--- config.mk ---
export PLATFORM = sky130hd
export DESIGN_NAME = mole_dwell_timer
export DESIGN_NICKNAME = d
export VERILOG_FILES = /design/src/rtl/mole_pkg.sv /design/src/rtl/mole_dwell_chan.sv /design/src/rtl/mole_dwell_timer.sv
export SDC_FILE = /design/constraint.sdc
export NUM_CORES = 1
export LEC_CHECK = 0
export ABC_AREA = 1
export BUFFER_PORTS_ARGS = -buffer_cell sky130_fd_sc_hd__buf_2
export CAP_MARGIN = 20
export CORE_MARGIN = 5
export CORE_UTILIZATION = 54
export DETAILED_ROUTE_END_ITERATION = 7
export PLACE_DENSITY = 0.79
export SLEW_MARGIN = 30
export SYNTH_ARGS = -nofsm -noshare
export SYNTH_HDL_FRONTEND = slang
export SYNTH_SLANG_ARGS = --single-unit
--- constraint.sdc ---
create_clock -name CLOCK_WAIT -period 1.85 [get_ports CLOCK_WAIT]
set_clock_uncertainty 0.2 [all_clocks]
set_input_delay 0 -clock CLOCK_WAIT [delete_from_list [all_inputs] [get_ports CLOCK_WAIT]]
set_output_delay 0 -clock CLOCK_WAIT [all_outputs]
set_load 0.02 [all_outputs]
--- src/rtl/mole_pkg.sv ---
// Shared types and helpers for the multi-channel mole dwell timer.
// The adaptive difficulty level is enabled by defining MOLE_DWELL_ADAPT_EN.
package mole_pkg;

    typedef enum logic {
        IDLE   = 1'b0,
        ACTIVE = 1'b1
    } chan_state_t;

    localparam int unsigned MOLE_DWELL_MIN = 1;

    // max(x - y, 1) without underflow
    function automatic logic [31:0] dwell_floor(
        input logic [31:0] x,
        input logic [31:0] y
    );
        return (x > y) ? (x - y) : 32'(MOLE_DWELL_MIN);
    endfunction

endpackage

--- src/rtl/mole_dwell_chan.sv ---
// One dwell-timer channel: IDLE/ACTIVE FSM, counter, latched threshold,
// registered one-tick expired/hit_ok pulses.
module mole_dwell_chan
    import mole_pkg::*;
#(
    parameter int WAIT_W = 3
) (
    input  logic              CLOCK_WAIT,
    input  logic              Mreset_wait,
    input  logic              i_clr,
    input  logic              i_pause,
    input  logic [WAIT_W-1:0] i_dwell_lat,
    input  logic              i_start,
    input  logic              i_hit,
    output logic [WAIT_W-1:0] o_cnt,
    output logic              o_active,
    output logic              o_expired,
    output logic              o_hit_ok,
    output logic              o_hit_ev,
    output logic              o_exp_ev
);

    chan_state_t       r_state;
    chan_state_t       w_state_n;
    logic [WAIT_W-1:0] r_cnt;
    logic [WAIT_W-1:0] w_cnt_n;
    logic [WAIT_W-1:0] r_dwell;
    logic [WAIT_W-1:0] w_dwell_n;
    logic              r_expired;
    logic              r_hit_ok;
    logic              w_hit_ev;
    logic              w_exp_ev;
    logic [WAIT_W:0]   w_cnt_inc;

    assign w_cnt_inc = {1'b0, r_cnt} + (WAIT_W+1)'(1);

    always_comb begin
        w_state_n = r_state;
        w_cnt_n   = r_cnt;
        w_dwell_n = r_dwell;
        w_hit_ev  = 1'b0;
        w_exp_ev  = 1'b0;
        if (i_clr) begin
            w_state_n = IDLE;
            w_cnt_n   = '0;
            w_dwell_n = WAIT_W'(MOLE_DWELL_MIN);
        end else if (!i_pause) begin
            unique case (r_state)
                IDLE: begin
                    if (i_start) begin
                        w_state_n = ACTIVE;
                        w_cnt_n   = '0;
                        w_dwell_n = i_dwell_lat;
                    end
                end
                ACTIVE: begin
                    // a hit on the expiry edge wins over the timeout
                    if (i_hit) begin
                        w_state_n = IDLE;
                        w_hit_ev  = 1'b1;
                    end else if (w_cnt_inc == {1'b0, r_dwell}) begin
                        w_state_n = IDLE;
                        w_exp_ev  = 1'b1;
                        w_cnt_n   = r_dwell;
                    end else begin
                        w_cnt_n = w_cnt_inc[WAIT_W-1:0];
                    end
                end
                default: begin
                    w_state_n = IDLE;
                end
            endcase
        end
    end

    always_ff @(posedge CLOCK_WAIT or posedge Mreset_wait) begin
        if (Mreset_wait) begin
            r_state   <= IDLE;
            r_cnt     <= '0;
            r_dwell   <= WAIT_W'(MOLE_DWELL_MIN);
            r_expired <= 1'b0;
            r_hit_ok  <= 1'b0;
        end else begin
            r_state   <= w_state_n;
            r_cnt     <= w_cnt_n;
            r_dwell   <= w_dwell_n;
            r_expired <= w_exp_ev;
            r_hit_ok  <= w_hit_ev;
        end
    end

    assign o_cnt     = r_cnt;
    assign o_active  = (r_state == ACTIVE);
    assign o_expired = r_expired;
    assign o_hit_ok  = r_hit_ok;
    assign o_hit_ev  = w_hit_ev;
    assign o_exp_ev  = w_exp_ev;

endmodule

--- src/rtl/mole_dwell_timer.sv ---
// NUM_MOLES independent dwell timers; optional shared difficulty level
// register and level port when MOLE_DWELL_ADAPT_EN is defined.
module mole_dwell_timer
    import mole_pkg::*;
#(
    parameter int NUM_MOLES = 4,
    parameter int WAIT_W    = 3
) (
    input  logic                        CLOCK_WAIT,
    input  logic                        Mreset_wait,
    input  logic                        clr,
    input  logic                        pause,
    input  logic [WAIT_W-1:0]           dwell,
    input  logic [NUM_MOLES-1:0]        start,
    input  logic [NUM_MOLES-1:0]        hit,
    output logic [NUM_MOLES*WAIT_W-1:0] wait_cnt,
    output logic [NUM_MOLES-1:0]        active,
    output logic [NUM_MOLES-1:0]        expired,
    output logic [NUM_MOLES-1:0]        hit_ok
`ifdef MOLE_DWELL_ADAPT_EN
    ,
    output logic [WAIT_W-1:0]           level
`endif
);

    logic [NUM_MOLES-1:0] w_hit_ev;
    logic [NUM_MOLES-1:0] w_exp_ev;
    logic [WAIT_W-1:0]    w_dwell_lat;

`ifdef MOLE_DWELL_ADAPT_EN
    logic [WAIT_W-1:0] r_level;

    // any expiry resets difficulty, even alongside a hit elsewhere
    always_ff @(posedge CLOCK_WAIT or posedge Mreset_wait) begin
        if (Mreset_wait) begin
            r_level <= '0;
        end else if (clr) begin
            r_level <= '0;
        end else if (|w_exp_ev) begin
            r_level <= '0;
        end else if ((|w_hit_ev) && (r_level != '1)) begin
            r_level <= r_level + WAIT_W'(1);
        end
    end

    assign level       = r_level;
    assign w_dwell_lat = WAIT_W'(dwell_floor(32'(dwell), 32'(r_level)));
`else
    logic w_unused_ev;

    assign w_unused_ev = ^{w_hit_ev, w_exp_ev};
    assign w_dwell_lat = WAIT_W'(dwell_floor(32'(dwell), 32'd0));
`endif

    for (genvar g = 0; g < NUM_MOLES; g++) begin : g_chan
        mole_dwell_chan #(
            .WAIT_W(WAIT_W)
        ) u_chan (
            .CLOCK_WAIT (CLOCK_WAIT),
            .Mreset_wait(Mreset_wait),
            .i_clr      (clr),
            .i_pause    (pause),
            .i_dwell_lat(w_dwell_lat),
            .i_start    (start[g]),
            .i_hit      (hit[g]),
            .o_cnt      (wait_cnt[g*WAIT_W +: WAIT_W]),
            .o_active   (active[g]),
            .o_expired  (expired[g]),
            .o_hit_ok   (hit_ok[g]),
            .o_hit_ev   (w_hit_ev[g]),
            .o_exp_ev   (w_exp_ev[g])
        );
    end

endmodule

# == Word-level counts from Yosys, hierarchy flattened ==
# Cells that the tools add are included.
# op_classes
bitwise,4
n_addsub,4
eq_ne,17
n_lt_le_gt_ge,1
n_mux,101
reduce_logical,12
# op_table
cell,n
$mux W3,37
$mux W1,56
$ne A3 B3 Y1 const B,8
$pmux W3 S2,4
$reduce_and A3 Y1,8
$add A3 B1 Y4 const B,4
$eq A4 B3 Y1,4
$ne A2 B2 Y1 const B,5
$pmux W1 S2,4
$reduce_bool A2 Y1,4
$not A1 Y1,4
$gt A3 B1 Y1 const B,1
# word_totals
ff_bits,36
in_bits,15
output_inout_bits,24
elab_cells,159

# == Depth between registers and ports, before layout ==
# Gate-level depths: netlist (run 1).
# logic_depth
depth_word,7
ltp_mapped,11
depth_no_buf,11

# == Hierarchy ==
# A second synthesis (run 1) with hierarchy kept.
# hier_totals
hier_cells,248
area_unflattened_um2,1898.1
# by_module_without_submodules
mod,cells_each,n_inst,area_per_inst_um2,seq_area_each_um2
mole_dwell_chan,61,4,470.5,226.5
mole_dwell_timer,4,1,16.3,0.0

# == Least setup slack after synthesis (run 1) ==
# No wires, ideal clock.
# synth_path
kind,reg-to-reg
startpoint,register g_chan[3].u_chan.r_cnt[0]
endpoint,register g_chan[3].u_chan.r_state
n_path_buf,0
path_stages_with_launch,11
t_arrival_ps,1281
setup_ps,116
period_less_slack_ps,1597
t_required_ps,1534
path_slack_ps,253
cell_sequence,dfrtp_1 ha_1 inv_1 nand2_1 nand3_1 nor2_1 nand2_1 nand2_1 nand2_1 nand2_1 nand2_1
# synth_between
elab_chain_len,7
# synth_rtl
item,line,text
start: declaration,mole_dwell_chan.sv:25,logic [WAIT_W-1:0] r_cnt;
start signal: assignment,mole_dwell_chan.sv:85,r_cnt <= w_cnt_n;
$add A3 B1 Y4,mole_dwell_chan.sv:35,"assign w_cnt_inc = {1'b0, r_cnt} + (WAIT_W+1)'(1);"
$eq A4 B3 Y1,mole_dwell_chan.sv:61,"end else if (w_cnt_inc == {1'b0, r_dwell}) begin"
$mux W1,mole_dwell_chan.sv:61,
$mux W1,mole_dwell_chan.sv:58,if (i_hit) begin
$pmux W1 S2,mole_dwell_chan.sv:48,unique case (r_state)
$mux W1,mole_dwell_chan.sv:47,end else if (!i_pause) begin
$mux W1,mole_dwell_chan.sv:43,if (i_clr) begin
end signal: assignment,mole_dwell_chan.sv:84,r_state <= w_state_n;
end: declaration,mole_dwell_chan.sv:23,chan_state_t r_state;
# No other way between the ends. The select of a mux whose other input is x is not followed.
# A chain may end at the register's enable or synchronous reset.

# == Worst setup path in the final report (run 1) ==
# layout_path
startpoint,input port pause
endpoint,register g_chan[1].u_chan.r_dwell[2]
# layout_between
elab_chain_len,2
# layout_rtl
item,line,text
start: declaration,mole_dwell_timer.sv:12,"input logic pause,"
$ne A2 B2 Y1 (no source line),-,
$reduce_and A3 Y1 (no source line),-,
end signal: assignment,mole_dwell_chan.sv:80,r_dwell <= WAIT_W'(MOLE_DWELL_MIN);
end signal: assignment,mole_dwell_chan.sv:86,r_dwell <= w_dwell_n;
end: declaration,mole_dwell_chan.sv:27,logic [WAIT_W-1:0] r_dwell;
# No other way between the ends.

==> flow_metrics.py, run 1 <==
metrics = {
    "global_route": {
        "antenna_found_initial": 0,
        "grt_first_pass_wirelength_mm": 7.33,
        "grt_use_met1_pct": 22.5,
        "globalRoute.totalOverflow": 0,
        "grt_max_degree": 37,
        "grt_usage_pct": 18.8,
        "grtUsageMet2_pct": 31.7,
        "grt_pass1_vias": 1661,
        "gr-usage-met3_pct": 4.78,
        "gr-max-usage-layer": "met2",
    },
    "synth": {
        "syn_area_per_cell_um2": 8.15,
        "syn-instance-count": 235,
        "synth_area_mm2": 0.00191,
        "synth_ff_type": "dfrtp_1",
        "ys_seq_area_share_pct": 47.3,
        "syn-num-nets": 254,
        "synth-async-reset-ratio_pct": 100,
        "synth_cell_types": 28,
        "yosys_warnings": 0,
        "yosys_register_bits": 36,
        "synth_edf_count": 0,
    },
    "worst_setup_path": {
        "start_kind": "input pin",
        "crit_fanout": 9,
        "crit_chain": "dlygate4sd3_1 > buf_2 > inv_4 > nand3_1 > inv_2 > nor2_4 > inv_2 > o22ai_1 > dlygate4sd3_1",
        "cp_slowest_stage_delay_ns": 0.56,
        "crit_type": "in -> reg",
        "critPathArrivalTime_ns": 1.86,
        "worst_ep_required_time_ns": 1.93,
        "cp-end-kind": "flip-flop",
        "slowest_stage": "dlygate4sd3_1",
    },
    "finish": {
        "n_antenna_cell": 0,
        "fin_nets": 308,
        "final_common_cell": "nand2_1",
        "drive_above_1_share_pct": 24.8,
        "syn_to_final_growth_pct": 22.3,
        "mostFrequentLayoutCells": "nand2_1 (64), buf_2 (38), dfrtp_1 (32)",
    },
    "detailed_routing": {
        "drt-pass1-iter-count": 4,
        "wl_per_cell_um": 12.0,
        "routed_wl_mm": 4.05,
        "via_count": 1648,
        "drtIter0Drc": 153,
        "viasPerCell": 4.90,
        "drtAntennaViolNets": 0,
        "drc_errors": 0,
    },
    "placed_design": {
        "dpl.hpwl_mm": 2.88,
        "io_buffers": 38,
        "gp_routability_congestion": 0.882,
    },
    "clock_tree": {
        "root_buffer": "clkbuf_4",
        "htreeDepth": 2,
        "clk_pin_slew_ns": 0.11,
        "cts_inserted_buffers": 5,
        "clockBufferDepth": 2,
        "postCtsHoldBufs": 21,
        "cts_tree": "built",
        "clk-insertion-delay-late_ns": 0.34,
        "ctsResizeCount": 0,
        "cts.sinks": 36,
        "cts_setup_buffers": 0,
    },
    "power_and_ir_drop": {
        "p_per_area_mw_per_mm2": 717,
        "p_leak_nw": 1.25,
        "ir_drop_mv": 0.488,
    },
    "sta": {
        "tightest_slew_ns": 0.440,
        "min_period_ns": 1.78,
        "period_share_pct": 96.2,
        "drv_slew": 0,
        "relSlewSlack_pct": 70.7,
        "max_freq_mhz": 562,
        "hold_viol": 0,
        "fin_setup_tns_ns": 0,
        "setup_viol": 0,
        "whs_ns": 0.0949,
        "rsz0062_at_grt": "no",
    },
    "floorplan": {
        "pin_count": 39,
        "rows": 21,
        "die_x_um": 69.5,
        "start_util_pct": 56.5,
        "die_h_um": 69.5,
        "coreArea_mm2": 0.00339,
        "die_area_mm2": 0.00484,
    },
    "status": {
        "status": "finished clean",
    },
    "job": {
        "drv_cap": 0,
    },
    "min_path": {
        "hp-class": "in -> async",
    },
}
-- power breakdown --
part	total [mW]	internal (mW)	leakage, nW	switching (mW)
clock	0.446	0.188	0.0326	0.258
combinational	0.350	0.140	0.738	0.210
sequential	0.883	0.842	0.478	0.0408
-- path summary, 6_finish.rpt --
check / startpoint / endpoint / slack, ns / cells past startpoint
worst min-delay path: Mreset_wait / g_chan[2].u_chan.o_expired / 0.09 / 4
min in group CLOCK_WAIT: g_chan[3].u_chan.r_dwell[0] / g_chan[3].u_chan.r_dwell[0] / 0.30 / 2
max in group asynchronous: Mreset_wait / g_chan[3].u_chan.r_dwell[0] / 1.01 / 4
worst min register to register: g_chan[3].u_chan.r_dwell[0] / g_chan[3].u_chan.r_dwell[0] / 0.30 / 2
worst max-delay path: pause / g_chan[1].u_chan.r_dwell[2] / 0.07 / 9
worst max register to register: g_chan[1].u_chan.o_active / g_chan[1].u_chan.r_dwell[2] / 0.13 / 7
-- metal layers --
layer  vias to the layer above  wire length [µm]
li1                        835                 -
met1                       761              1690
met2                        46              2030
met3                         6               274
met4                         0                54
met5                         -                 0
-- final cells by class --
type | instances | area [µm²]
flip-flops and latches | 36 | 906
clock buffers | 8 | 58.8
multi-input cells | 146 | 758
well taps | 46 | 57.6
repair buffers | 60 | 408
fillers | 255 | 1050
inverters | 40 | 153
-- flip-flops by register name (all words and copies together), names as in the netlist --
signal,count
g_chan.u_chan.o_cnt,12
g_chan.u_chan.r_dwell,12
g_chan.u_chan.o_active,4
g_chan.u_chan.o_expired,4
g_chan.u_chan.o_hit_ok,4
-- critical path: cells and delay by family --
kind / cells / cell delay, ns
buffers and inverters: 6 / 1.50
and+or+nand+nor: 2 / 0.25
AOI/OAI and AO/OA: 1 / 0.11
-- metrics by stage --
stage	worst slack [ns]	area, µm²	util, %	std cells	power, mW
global placement	0.315	2070	61.1	307	1.21
CTS	0.134	2340	69.1	336	1.69
floorplan	0.253	1910	-	235	1.14
detailed placement	0.262	2070	61.1	307	1.22
global route	0.0232	2340	69.1	336	1.79
finish	0.0710	2340	69.1	336	1.68
-- cells by family after synthesis --
family / count (synthesis) / synth area share, %
flip-flops: 36 / 47.3
AO/OA/AOI/OAI: 30 / 9.67
buffers and inverters: 53 / 13.1
XOR/XNOR: 6 / 2.75
AND/OR/NAND/NOR: 105 / 24.1
adder cells (fa/ha/maj): 4 / 2.61
multiplexers: 1 / 0.523
-- Yosys cell counts, types with 4 or more instances --
| cell | number | area [µm²] |
|---|---|---|
| o21ai_0 | 4 | 20.0 |
| o21ai_1 | 13 | 65.1 |
| buf_4 | 13 | 97.6 |
| ha_1 | 4 | 50.1 |
| nand3_1 | 13 | 65.1 |
| dfrtp_1 | 32 | 801 |
| dfstp_2 | 4 | 105 |
| inv_2 | 10 | 37.5 |
| inv_1 | 29 | 109 |
| nor2_1 | 14 | 52.6 |
| a21oi_1 | 4 | 20.0 |
| nand2_1 | 64 | 240 |
| nand4_1 | 4 | 25.0 |
No activity file was read; power rests on OpenSTA's default activity.
==> inputs of run 2 (changes only) <==
==> constraint.sdc (replaced) <==
create_clock -name CLOCK_WAIT -period 2 [get_ports CLOCK_WAIT]
set_clock_uncertainty 0.2 [all_clocks]
set_input_delay 0 -clock CLOCK_WAIT [delete_from_list [all_inputs] [get_ports CLOCK_WAIT]]
set_output_delay 0 -clock CLOCK_WAIT [all_outputs]
set_load 0.02 [all_outputs]
==> run 2 against run 1 <==
  * Count of clock-buffer cells in the layout unchanged
  * Largest power group unchanged
  * Non-clock buffer count up 2
  * Critical path type unchanged
  * Largest cell class unchanged
  * Wire length up 1.4%
  * Final area up 0.85%
==> flow_metrics.py, run 2 (synthesis results as in run 1) <==
metrics = {
    "worst_setup_path": {
        "reg2reg_slack_ns": 0.19,
        "cp-end-kind": "flip-flop",
        "start_kind": "input pin",
        "rr_endpoint": "g_chan[3].u_chan.r_dwell[0]",
        "crit_type": "in -> reg",
        "r2r_cells": 6,
        "worst_ep_required_time_ns": 2.10,
        "rr_startpoint": "g_chan[3].u_chan.o_active",
        "crit_fanout": 11,
        "critPathArrivalTime_ns": 2.02,
    },
    "global_route": {
        "antenna_found_initial": 0,
        "grt_first_pass_wirelength_mm": 7.17,
        "globalRoute.totalOverflow": 0,
        "grt_max_degree": 37,
        "grt_pass1_vias": 1628,
        "grt_usage_pct": 18.7,
    },
    "finish": {
        "syn_to_final_growth_pct": 23.3,
        "n_antenna_cell": 0,
        "mostFrequentLayoutCells": "nand2_1 (64), buf_2 (38), dfrtp_1 (32)",
        "fin_nets": 310,
        "final_common_cell": "nand2_1",
        "layout.cells.non_filler": 338,
        "drive_above_1_share_pct": 24.7,
        "fillers": 253,
    },
    "clock_tree": {
        "clk_pin_slew_ns": 0.11,
        "clk-insertion-delay-late_ns": 0.35,
        "root_buffer": "clkbuf_4",
        "cts.sinks": 36,
        "cts_inserted_buffers": 5,
        "clockBufferDepth": 2,
        "cts_tree": "built",
        "htreeDepth": 2,
        "cts_setup_buffers": 0,
    },
    "power_and_ir_drop": {
        "p_per_area_mw_per_mm2": 663,
        "ir_drop_mv": 0.593,
        "p_leak_nw": 1.26,
    },
    "floorplan": {
        "die_x_um": 69.5,
        "start_util_pct": 56.5,
        "pin_count": 39,
        "die_h_um": 69.5,
        "rows": 21,
        "die_area_mm2": 0.00484,
        "coreArea_mm2": 0.00339,
    },
    "detailed_routing": {
        "wl_per_cell_um": 12.1,
        "drtIter0Drc": 134,
        "routed_wl_mm": 4.10,
        "drt-pass1-iter-count": 4,
        "drc_errors": 0,
        "via_count": 1677,
        "drtAntennaViolNets": 0,
        "viasPerCell": 4.96,
    },
    "placed_design": {
        "io_buffers": 38,
        "gp_routability_congestion": 0.882,
        "dpl.hpwl_mm": 2.85,
        "dp_cells": 307,
    },
    "sta": {
        "hold_viol": 0,
        "min_period_ns": 1.93,
        "rsz0062_at_grt": "no",
        "relSlewSlack_pct": 70.7,
        "setup_viol": 0,
        "max_freq_mhz": 519,
        "drv_slew": 0,
        "tightest_slew_ns": 0.440,
        "fin_setup_tns_ns": 0,
        "period_share_pct": 96.3,
    },
    "min_path": {
        "hp-class": "in -> async",
    },
    "job": {
        "drv_cap": 0,
    },
    "status": {
        "status": "finished clean",
    },
}
## run 2: cell types whose count changed in the layout (fill, tap and decap cells not counted)
cell	before	now
dlygate4sd3_1	21	23
## run 2: report_power, final
part           total [mW]  leakage [nW]  internal (mW)  switching [mW]
clock               0.418        0.0326          0.173           0.244
combinational       0.331         0.745          0.135           0.195
sequential          0.817         0.478          0.779          0.0378
total                1.57          1.26           1.09           0.478
## run 2: critical path, cell delays in order
cell and delay (ns):
dlygate4sd3_1 0.52, buf_2 0.32, nor2_1 0.18, o21bai_2 0.28, nand2_1 0.08, o21ai_1 0.08, dlygate4sd3_1 0.56
## run 2: worst max path at each step
stage / slack [ns] / to / startpoint / cells after the start
CTS: 0.06 / g_chan[2].u_chan.r_dwell[0] / clr / 7
global placement: 0.47 / g_chan[3].u_chan.o_active / g_chan[3].u_chan.o_cnt[0] / 10
finish: 0.07 / g_chan[2].u_chan.r_dwell[0] / clr / 7
floorplan: 0.40 / g_chan[3].u_chan.o_active / g_chan[3].u_chan.o_cnt[0] / 10
detailed placement: 0.41 / g_chan[3].u_chan.o_active / g_chan[3].u_chan.o_cnt[0] / 10
global route: 0.01 / g_chan[2].u_chan.r_dwell[0] / clr / 7
## run 2: stage by stage
stage	setup WS, ns	util, %	cell area [µm²]	power, mW	hold WS (ns)
floorplan	0.403	-	1910	1.05	-0.130
global placement	0.465	61.1	2070	1.12	-0.0767
CTS	0.0579	69.7	2360	1.58	0.0826
detailed placement	0.414	61.1	2070	1.13	-0.0797
finish	0.0748	69.7	2360	1.57	0.0769
global route	0.0111	69.7	2360	1.66	0.119
## run 2: area by class of cell
cell class / count / area [µm²] / share of cell area (%)
repair buffers: 62 / 428 / 18.1
clock buffers: 8 / 58.8 / 2.49
inverters: 40 / 153 / 6.47
flip-flops and latches: 36 / 906 / 38.4
well taps: 46 / 57.6 / 2.44
multi-input cells: 146 / 758 / 32.1
## run 2: what timing repair did
item | in CTS | in global routing
resized for setup | 0 | 0
hold buffers | 23 | 0
hold endpoints to repair | 72 | 0
## run 2: per-layer routing
| metal | vias up | track usage (%) | wire (µm) |
|---|---|---|---|
| met5 | - | 0 | 0 |
| met4 | 0 | 8.24 | 103 |
| met3 | 12 | 6.52 | 287 |
| met2 | 49 | 30.7 | 1980 |
| met1 | 772 | 21.9 | 1730 |
| li1 | 844 | - | - |
==> inputs of run 3 (changes only) <==
--- a/config.mk
+++ b/config.mk
@@ -12,6 +12,7 @@
 export CORE_UTILIZATION = 54
 export DETAILED_ROUTE_END_ITERATION = 7
 export PLACE_DENSITY = 0.79
+export REMOVE_ABC_BUFFERS = 1
 export SLEW_MARGIN = 30
 export SYNTH_ARGS = -nofsm -noshare
 export SYNTH_HDL_FRONTEND = slang
==> run 3 against run 2 <==
  * Clock power is 1% lower
  * Die area stayed put
  * Worst hold slack better by 0.020 ns
  * Global-route usage is 0.38 points lower
  * Wire length is 2.5% lower
  * Count of clock-buffer cells in the layout stayed put
  * Sequential power hardly changed
  * Sequential share of layout area is 0.33 points higher
  * Power is 0.70% lower
==> flow_metrics.py, run 3 (synthesis results as in run 1) <==
metrics = {
    "global_route": {
        "grt_max_degree": 37,
        "grt_pass1_vias": 1575,
        "globalRoute.totalOverflow": 0,
        "grt_first_pass_wirelength_mm": 7.16,
        "grt_usage_pct": 18.3,
        "antenna_found_initial": 0,
    },
    "clock_tree": {
        "clk_pin_slew_ns": 0.11,
        "cts_tree": "built",
        "cts.sinks": 36,
        "clk-insertion-delay-late_ns": 0.34,
        "clockBufferDepth": 2,
        "htreeDepth": 2,
        "root_buffer": "clkbuf_4",
        "cts_inserted_buffers": 5,
    },
    "floorplan": {
        "rows": 21,
        "start_util_pct": 56.5,
        "die_x_um": 69.5,
        "coreArea_mm2": 0.00339,
        "die_h_um": 69.5,
        "pin_count": 39,
        "die_area_mm2": 0.00484,
    },
    "sta": {
        "period_share_pct": 88.8,
        "rsz0062_at_grt": "no",
        "hold_viol": 0,
        "fin_setup_tns_ns": 0,
        "whs_ns": 0.0966,
        "relSlewSlack_pct": 70.4,
        "setup_viol": 0,
        "max_freq_mhz": 563,
        "drv_slew": 0,
        "min_period_ns": 1.78,
        "setup_slack_ns": 0.223,
        "tightest_slew_ns": 0.445,
    },
    "finish": {
        "drive_above_1_share_pct": 24.8,
        "finish.utilization_pct": 69.1,
        "n_antenna_cell": 0,
        "layout.cells.non_filler": 336,
        "design_area_mm2": 0.00234,
        "fin_nets": 308,
        "mostFrequentLayoutCells": "nand2_1 (64), buf_2 (38), dfrtp_1 (32)",
        "final_common_cell": "nand2_1",
        "syn_to_final_growth_pct": 22.3,
    },
    "detailed_routing": {
        "drt-pass1-iter-count": 4,
        "wl_per_cell_um": 11.9,
        "drtAntennaViolNets": 0,
        "via_count": 1650,
        "routed_wl_mm": 4.00,
        "viasPerCell": 4.91,
        "drtIter0Drc": 168,
        "drc_errors": 0,
    },
    "worst_setup_path": {
        "start_kind": "input pin",
        "worst_ep_required_time_ns": 2.08,
        "critPathArrivalTime_ns": 1.86,
        "crit_type": "in -> reg",
        "worstSetupPathDepth": 9,
        "cp_slowest_stage_delay_ns": 0.56,
        "slowest_stage": "dlygate4sd3_1",
        "crit_chain": "dlygate4sd3_1 > buf_2 > inv_4 > nand3_1 > inv_2 > nor2_4 > inv_2 > o22ai_1 > dlygate4sd3_1",
        "r2r_cells": 7,
        "cp_num_buf_inv": 6,
        "cp-end-kind": "flip-flop",
        "path_delay_family": "buffers and inverters",
        "crit_fanout": 9,
    },
    "power_and_ir_drop": {
        "p_leak_nw": 1.25,
        "ir_drop_mv": 0.512,
        "power.total_mw": 1.55,
        "p_per_area_mw_per_mm2": 664,
    },
    "placed_design": {
        "pre_cts_ws_ns": 0.404,
        "gp_routability_congestion": 0.913,
        "place_area_mm2": 0.00207,
        "dpl.hpwl_mm": 2.91,
        "dp_cells": 307,
        "io_buffers": 38,
    },
    "min_path": {
        "hp-class": "in -> async",
    },
    "status": {
        "status": "finished clean",
    },
    "job": {
        "drv_cap": 0,
    },
}
## run 3: layout make-up
cell class | instances | area [µm²]
Multi-Input combinational cell | 146 | 758
Fill cell | 269 | 1050
Timing Repair Buffer | 60 | 408
Clock buffer | 8 | 58.8
Tap cell | 46 | 57.6
Inverter | 40 | 153
Sequential cell | 36 | 906
## run 3: routing by layer
metal / part of all wire [%] / GRT usage, % / routed length (µm) / up-vias
li1: - / - / - / 845
met1: 44 / 23.1 / 1760 / 754
met2: 49 / 29.4 / 1960 / 47
met3: 5.9 / 6.67 / 234 / 4
met4: 1.0 / 5.21 / 41 / 0
met5: 0 / 0 / 0 / -
## run 3: report_power, final
| group | internal, mW | leakage (nW) | switching [mW] | total [mW] |
|---|---|---|---|---|
| Clock | 0.174 | 0.0326 | 0.240 | 0.414 |
| Sequential | 0.779 | 0.478 | 0.0384 | 0.818 |
| Combinational | 0.130 | 0.738 | 0.194 | 0.323 |
## run 3: worst paths after layout
kind,endpoint,start,slack (ns)
worst min register to register,g_chan[3].u_chan.r_dwell[0],g_chan[3].u_chan.r_dwell[0],0.30
worst max-delay path,g_chan[1].u_chan.r_dwell[2],pause,0.22
min in group CLOCK_WAIT,g_chan[3].u_chan.r_dwell[0],g_chan[3].u_chan.r_dwell[0],0.30
max in group asynchronous,g_chan[3].u_chan.r_dwell[0],Mreset_wait,1.15
worst max register to register,g_chan[1].u_chan.r_dwell[2],g_chan[1].u_chan.o_active,0.29
worst min-delay path,g_chan[0].u_chan.o_active,Mreset_wait,0.1
## run 3: repair_timing
action                                 in CTS  in global routing
hold buffers                               21                  0
resized for setup                           0                  0
setup buffers                               0                  0
endpoints found under the hold margin      72                  0
## run 3: worst min-delay path, cell delays in order
cell and delay [ns]:
dlygate4sd3_1 0.53, buf_2 0.12, inv_1 0.05, buf_4 0.39
